## config.mk

```make
export PLATFORM = sky130hd
export DESIGN_NAME = axis_lite_s
export DESIGN_NICKNAME = d
export VERILOG_FILES = /design/src/rtl/axil_pkg.sv /design/src/rtl/axil_regfile.sv /design/src/rtl/axis_lite_s.sv
export SDC_FILE = /design/constraint.sdc
export NUM_CORES = 2
export LEC_CHECK = 0
export CORE_MARGIN = 2
export CORE_UTILIZATION = 48
export CTS_BUF_LIST = sky130_fd_sc_hd__clkbuf_4 sky130_fd_sc_hd__clkbuf_8
export CTS_CLUSTER_DIAMETER = 120
export DETAILED_ROUTE_END_ITERATION = 10
export PLACE_DENSITY = 0.9
export SYNTH_ARGS = -nofsm -noshare
export SYNTH_HDL_FRONTEND = slang
export SYNTH_SLANG_ARGS = --single-unit
```

## constraint.sdc

```tcl
create_clock -name aclk -period 21.9 [get_ports aclk]
set_clock_uncertainty 0.05 [all_clocks]
set_input_delay 4.38 -clock aclk [delete_from_list [all_inputs] [get_ports aclk]]
set_output_delay 4.38 -clock aclk [all_outputs]
set_load 0.05 [all_outputs]
```

## src/rtl/axil_pkg.sv

```systemverilog
// Shared types and helpers for the AXI4-Lite register slave: bus widths,
// response codes, FSM state encodings, the address decode and the byte merge.
package axil_pkg;

  localparam int ADDR_W = 32;
  localparam int DATA_W = 32;
  localparam int STRB_W = DATA_W / 8;

  typedef enum logic [1:0] {
    OKAY   = 2'b00,
    SLVERR = 2'b10
  } resp_t;

  typedef enum logic {
    W_IDLE,
    W_RESP
  } wstate_t;

  typedef enum logic {
    R_IDLE,
    R_RESP
  } rstate_t;

  // True when addr falls inside [base, base+span). The first term keeps the
  // subtraction from wrapping when addr is below base.
  function automatic logic addr_hit(input logic [ADDR_W-1:0] addr,
                                    input logic [ADDR_W-1:0] base,
                                    input logic [ADDR_W-1:0] span);
    return (addr >= base) && ((addr - base) < span);
  endfunction

  // Byte-lane merge: strobed lanes take the new data, the others keep old.
  function automatic logic [DATA_W-1:0] merge_bytes(input logic [DATA_W-1:0] old_word,
                                                    input logic [DATA_W-1:0] new_word,
                                                    input logic [STRB_W-1:0] strb);
    logic [DATA_W-1:0] merged;
    merged = old_word;
    for (int b = 0; b < STRB_W; b++) begin
      if (strb[b]) merged[8*b +: 8] = new_word[8*b +: 8];
    end
    return merged;
  endfunction

endpackage

```

## src/rtl/axil_regfile.sv

```systemverilog
// Register storage for the AXI4-Lite slave: byte-strobed writes and a
// one-cycle commit pulse per register, registered alongside the data.
module axil_regfile
  import axil_pkg::*;
#(
  parameter int NUM_REGS = 16,
  parameter int IDX_W    = 4
) (
  input  logic                             aclk,
  input  logic                             areset,
  input  logic                             we,
  input  logic [IDX_W-1:0]                 widx,
  input  logic [DATA_W-1:0]                wdata,
  input  logic [STRB_W-1:0]                wstrb,
  output logic [NUM_REGS-1:0][DATA_W-1:0]  regs,
  output logic [NUM_REGS-1:0]              wr_strobe
);

  // NOTE: this storage is reset because every register must read zero after
  // reset; plain RAM-style arrays normally get no reset so they map to memory.
  always_ff @(posedge aclk or posedge areset) begin
    if (areset) begin
      regs      <= '0;
      wr_strobe <= '0;
    end else begin
      wr_strobe <= '0;
      if (we) begin
        regs[widx]      <= merge_bytes(regs[widx], wdata, wstrb);
        wr_strobe[widx] <= 1'b1;
      end
    end
  end

endmodule

```

## src/rtl/axis_lite_s.sv

```systemverilog
// AXI4-Lite slave exposing NUM_REGS 32-bit registers at BASE_ADDR.
// Independent write and read FSMs; storage lives in axil_regfile.
module axis_lite_s
  import axil_pkg::*;
#(
  parameter int                NUM_REGS  = 16,
  parameter logic [ADDR_W-1:0] BASE_ADDR = 32'haaaa_bb00
) (
  input  logic                     aclk,
  input  logic                     areset,
  input  logic [ADDR_W-1:0]        s_axi_awaddr,
  input  logic [2:0]               s_axi_awprot,
  input  logic                     s_axi_awvalid,
  output logic                     s_axi_awready,
  input  logic [DATA_W-1:0]        s_axi_wdata,
  input  logic [STRB_W-1:0]        s_axi_wstrb,
  input  logic                     s_axi_wvalid,
  output logic                     s_axi_wready,
  output logic [1:0]               s_axi_bresp,
  output logic                     s_axi_bvalid,
  input  logic                     s_axi_bready,
  input  logic [ADDR_W-1:0]        s_axi_araddr,
  input  logic [2:0]               s_axi_arprot,
  input  logic                     s_axi_arvalid,
  output logic                     s_axi_arready,
  output logic [DATA_W-1:0]        s_axi_rdata,
  output logic [1:0]               s_axi_rresp,
  output logic                     s_axi_rvalid,
  input  logic                     s_axi_rready,
  output logic [NUM_REGS*32-1:0]   app_regs,
  output logic [NUM_REGS-1:0]      app_wr_strobe
);

  localparam int                IDX_W = (NUM_REGS > 1) ? $clog2(NUM_REGS) : 1;
  localparam logic [ADDR_W-1:0] SPAN  = ADDR_W'(4 * NUM_REGS);

  function automatic logic [IDX_W-1:0] addr_index(input logic [ADDR_W-1:0] addr);
    return IDX_W'((addr - BASE_ADDR) >> 2);
  endfunction

  logic unused_prot;
  assign unused_prot = ^{s_axi_awprot, s_axi_arprot};

  // Readies stay low until the first clock edge after reset is released.
  logic ready_en;

  always_ff @(posedge aclk or posedge areset) begin
    if (areset) ready_en <= 1'b0;
    else        ready_en <= 1'b1;
  end

  logic [NUM_REGS-1:0][DATA_W-1:0] regs;

  // ---------------- write path ----------------
  wstate_t           wstate, wstate_nxt;
  logic              aw_full, w_full;
  logic [ADDR_W-1:0] aw_addr_q;
  logic [DATA_W-1:0] w_data_q;
  logic [STRB_W-1:0] w_strb_q;
  resp_t             bresp_q;
  logic              commit, b_done;
  logic              wr_hit;
  logic [IDX_W-1:0]  wr_idx;

  assign wr_hit = addr_hit(aw_addr_q, BASE_ADDR, SPAN);
  assign wr_idx = addr_index(aw_addr_q);

  // NOTE: every output of this block gets a default first, so no path can
  // leave a value unassigned and infer a latch.
  always_comb begin
    wstate_nxt    = wstate;
    commit        = 1'b0;
    b_done        = 1'b0;
    s_axi_awready = 1'b0;
    s_axi_wready  = 1'b0;
    case (wstate)
      W_IDLE: begin
        s_axi_awready = ready_en && !aw_full;
        s_axi_wready  = ready_en && !w_full;
        if (aw_full && w_full) begin
          commit     = 1'b1;
          wstate_nxt = W_RESP;
        end
      end
      W_RESP: begin
        if (s_axi_bready) begin
          b_done     = 1'b1;
          wstate_nxt = W_IDLE;
        end
      end
    endcase
  end

  // NOTE: state and datapath registers use non-blocking assignments so every
  // flop samples the pre-edge values regardless of statement order.
  always_ff @(posedge aclk or posedge areset) begin
    if (areset) begin
      wstate    <= W_IDLE;
      aw_full   <= 1'b0;
      w_full    <= 1'b0;
      aw_addr_q <= '0;
      w_data_q  <= '0;
      w_strb_q  <= '0;
      bresp_q   <= OKAY;
    end else begin
      wstate <= wstate_nxt;
      if (b_done) begin
        aw_full <= 1'b0;
        w_full  <= 1'b0;
      end else begin
        if (s_axi_awvalid && s_axi_awready) begin
          aw_full   <= 1'b1;
          aw_addr_q <= s_axi_awaddr;
        end
        if (s_axi_wvalid && s_axi_wready) begin
          w_full   <= 1'b1;
          w_data_q <= s_axi_wdata;
          w_strb_q <= s_axi_wstrb;
        end
      end
      if (commit) bresp_q <= wr_hit ? OKAY : SLVERR;
    end
  end

  assign s_axi_bvalid = (wstate == W_RESP);
  assign s_axi_bresp  = bresp_q;

  axil_regfile #(
    .NUM_REGS (NUM_REGS),
    .IDX_W    (IDX_W)
  ) u_regfile (
    .aclk      (aclk),
    .areset    (areset),
    .we        (commit && wr_hit),
    .widx      (wr_idx),
    .wdata     (w_data_q),
    .wstrb     (w_strb_q),
    .regs      (regs),
    .wr_strobe (app_wr_strobe)
  );

  assign app_regs = regs;

  // ---------------- read path ----------------
  rstate_t           rstate, rstate_nxt;
  logic              ar_take;
  logic              rd_hit;
  logic [IDX_W-1:0]  rd_idx;
  logic [DATA_W-1:0] rdata_q;
  resp_t             rresp_q;

  assign rd_hit = addr_hit(s_axi_araddr, BASE_ADDR, SPAN);
  assign rd_idx = addr_index(s_axi_araddr);

  always_comb begin
    rstate_nxt    = rstate;
    ar_take       = 1'b0;
    s_axi_arready = 1'b0;
    case (rstate)
      R_IDLE: begin
        s_axi_arready = ready_en;
        if (ready_en && s_axi_arvalid) begin
          ar_take    = 1'b1;
          rstate_nxt = R_RESP;
        end
      end
      R_RESP: begin
        if (s_axi_rready) rstate_nxt = R_IDLE;
      end
    endcase
  end

  // Sampling regs on the AR edge returns the pre-write value when a write
  // commits on that same edge.
  always_ff @(posedge aclk or posedge areset) begin
    if (areset) begin
      rstate  <= R_IDLE;
      rdata_q <= '0;
      rresp_q <= OKAY;
    end else begin
      rstate <= rstate_nxt;
      if (ar_take) begin
        rdata_q <= rd_hit ? regs[rd_idx] : '0;
        rresp_q <= rd_hit ? OKAY : SLVERR;
      end
    end
  end

  assign s_axi_rvalid = (rstate == R_RESP);
  assign s_axi_rdata  = rdata_q;
  assign s_axi_rresp  = rresp_q;

endmodule

```

==> out/results.ini <==
[worst_setup_path]
cp_cell_sequence = clkdlybuf4s50_1 > clkinvlp_4 > buf_4 > buf_4 > buf_4 > buf_4
crit_path_end_kind = asynchronous set/reset pin
slowest_delay_ps = 920
required_ps = 22550
cp_slowest_cell = buf_4
crit_path_start_kind = input pin
worst_ep_arrival_time_ps = 8590
worst_path_most_repeated_cell = buf_4
crit_type = in -> async
path_max_fanout = 83

[die]
die_h_um = 265
rows = 95
start_util_pct = 48.6
dieArea_sq_um = 70200
coreArea_sq_um = 67300
fp.dieW_um = 265
ios = 682

[synth]
synthCells = 2065
syn-cell-area_sq_um = 32700
ys_warn_count = 0
synth_area_leaders = dfrtp_1 (48%), mux4_2 (22%), mux2_2 (13%)
yosysMostFrequentCell = dfrtp_1
ys_ff_latch = 633
yosysSeqAreaShare_pct = 48.4
ys_top_cells_by_count = dfrtp_1 (633), mux2_2 (368), mux4_2 (320)
synth-edff-count = 0
synth_area_leader_cell = dfrtp_1
synthArstFlopShare_pct = 100
avgSynthCellArea_sq_um = 15.8
ys.flop_type = dfrtp_1
synth.distinct_cells = 60
synth_top_area_share_pct = 48.4

[final_layout]
syn2layout_area_growth_pct = 30.0
drive_gt1_share_pct = 34.6
num-nets-final = 2825

[clocking]
ctsHoldBuffers = 0
cts_root_buf = clkbuf_8
postCtsSetupBuffers = 0
clkLatencyLatePin_ps = 720
cts_htree_levels = 3
cts_resized = 0
cts_inserted_buffers = 106
cts.sinks = 633
tritoncts = built
clock_path_buffers = 3
cts.clk_slew.worst_paths_ps = 60

[detailed_routing]
wire_per_inst_um = 32.1
antenna_left = 0
totalWireLength_um = 118000
num_vias = 23800
drtIter0Drc = 2682
vias_per_cell = 6.47
drt-pass1-iter-count = 5
remaining_drc_errors = 0

[global_route]
grt.overflow.total = 0
grt_pass1_wl_um = 172000
grt_pass1_vias = 25100
antenna_found_initial = 4
grt_max_degree = 176
grt.total_usage_pct = 33.5

[hold_path]
min_path_type = reg -> reg

[sta]
whs_ps = 438
finalSetupViolations = 0
tns_ps = 0
worstMarginPinSlew_ps = 1110
relSlewSlack_pct = 26.3
hold_viol = 0
finalCritPeriodShare_pct = 36.3
fin_crit_ps = 7940
drv_slew = 0
rsz0062_at_grt = false
clock.fmax_mhz = 126

[power_and_ir_drop]
p_per_area_nw_per_um2 = 78.1
irDropWorstVdd_mv = 0.0711
power_leakage_nw = 18.6

[placed_design]
port_buffers = 669
post-dp-hpwl_um = 76000
globalplace.congestion = 0.907

[status]
run_status = finished clean

[flow_run]
cap_violations = 0

==> cells in the final DEF (no fill, tap or decap), types with 16 or more instances in the layout <==
cell / Yosys / final
clkdlybuf4s50_1: 0 / 665
dfrtp_1: 633 / 629
mux2_2: 368 / 368
mux4_2: 320 / 320
mux2_1: 238 / 238
clkbuf_8: 0 / 136
nand2_1: 64 / 63
buf_4: 6 / 54
o21ai_0: 47 / 47
inv_1: 44 / 43
clkbuf_4: 0 / 30
nor3_1: 21 / 21
a21oi_1: 17 / 17
nor2_1: 17 / 17
nor4_4: 10 / 16
==> critical path: cells and delay by family <==
kind | cells | cell delay [ps]
buf+inv | 6 | 3950
==> power by group <==
group          switching (mW)  internal, mW  total (mW)
combinational           0.480         0.287       0.767
sequential              0.115          1.24        1.35
clock                   0.515         0.685        1.20
total                    1.11          2.21        3.32
==> cell type report <==
| class | count | area [sq um] |
|---|---|---|
| fill | 4672 | 24800 |
| sequential | 633 | 15900 |
| multi-input combinational | 1204 | 15800 |
| timing repair buffer | 723 | 7110 |
| clock buffer | 166 | 2100 |
| tap | 873 | 1090 |
| clock inverter | 29 | 359 |
| inverter | 44 | 169 |
| antenna | 2 | 5.00 |
==> metal layers <==
layer / global-route usage, % / routed length (um) / vias up
met3: 10.7 / 12700 / 453
met1: 39.8 / 40700 / 12400
met5: 0 / 21 / -
met4: 19.6 / 7850 / 4
met2: 53.8 / 56600 / 1629
li1: - / - / 9284
==> path summary, 6_finish.rpt <==
check / startpoint / end / slack, ps / cells after the start
max: areset / u_regfile.regs[487] / 13960 / 6
min: s_axi_rdata[15] / s_axi_rdata[15] / 440 / 2
max reg2reg: aw_addr_q[2] / u_regfile.regs[372] / 17400 / 6
min reg2reg: s_axi_rdata[15] / s_axi_rdata[15] / 440 / 2
max in group aclk: s_axi_bvalid / s_axi_wready / 15160 / 4
min in group asynchronous: areset / s_axi_rdata[17] / 4320 / 3
==> stage by stage <==
stage          cells  power (mW)  util, %  instance area, sq um  setup slack, ps
6_report        3674        3.32     63.2                 42500            13960
5_1_grt         3674        3.43     63.2                 42500            13330
4_1_cts         3672        3.32     63.2                 42500            13890
3_3_place_gp    3477        2.10     59.5                 40000            13260
3_5_place_dp    3477        2.12     59.5                 40000            13080
2_1_floorplan   2066        1.89        -                 32700             8830
==> sequential cells by signal, summed over array words and instances, names as in the netlist <==
register,flops
aw_addr_q,30
aw_full,1
ready_en,1
s_axi_bresp,1
s_axi_bvalid,1
s_axi_rdata,32
s_axi_rresp,1
s_axi_rvalid,1
u_regfile.regs,512
u_regfile.wr_strobe,16
w_data_q,32
w_full,1
w_strb_q,4
==> logic make-up after synthesis <==
kind of cell | after synthesis | share of synthesized area, %
compound gates | 94 | 1.71
xor+xnor | 1 | 0.0268
mux | 928 | 43.0
simple gates | 178 | 3.43
other cells | 2 | 0.0230
flops | 633 | 48.4
buf+inv | 229 | 3.42
Power figures use the tool's default switching activity.
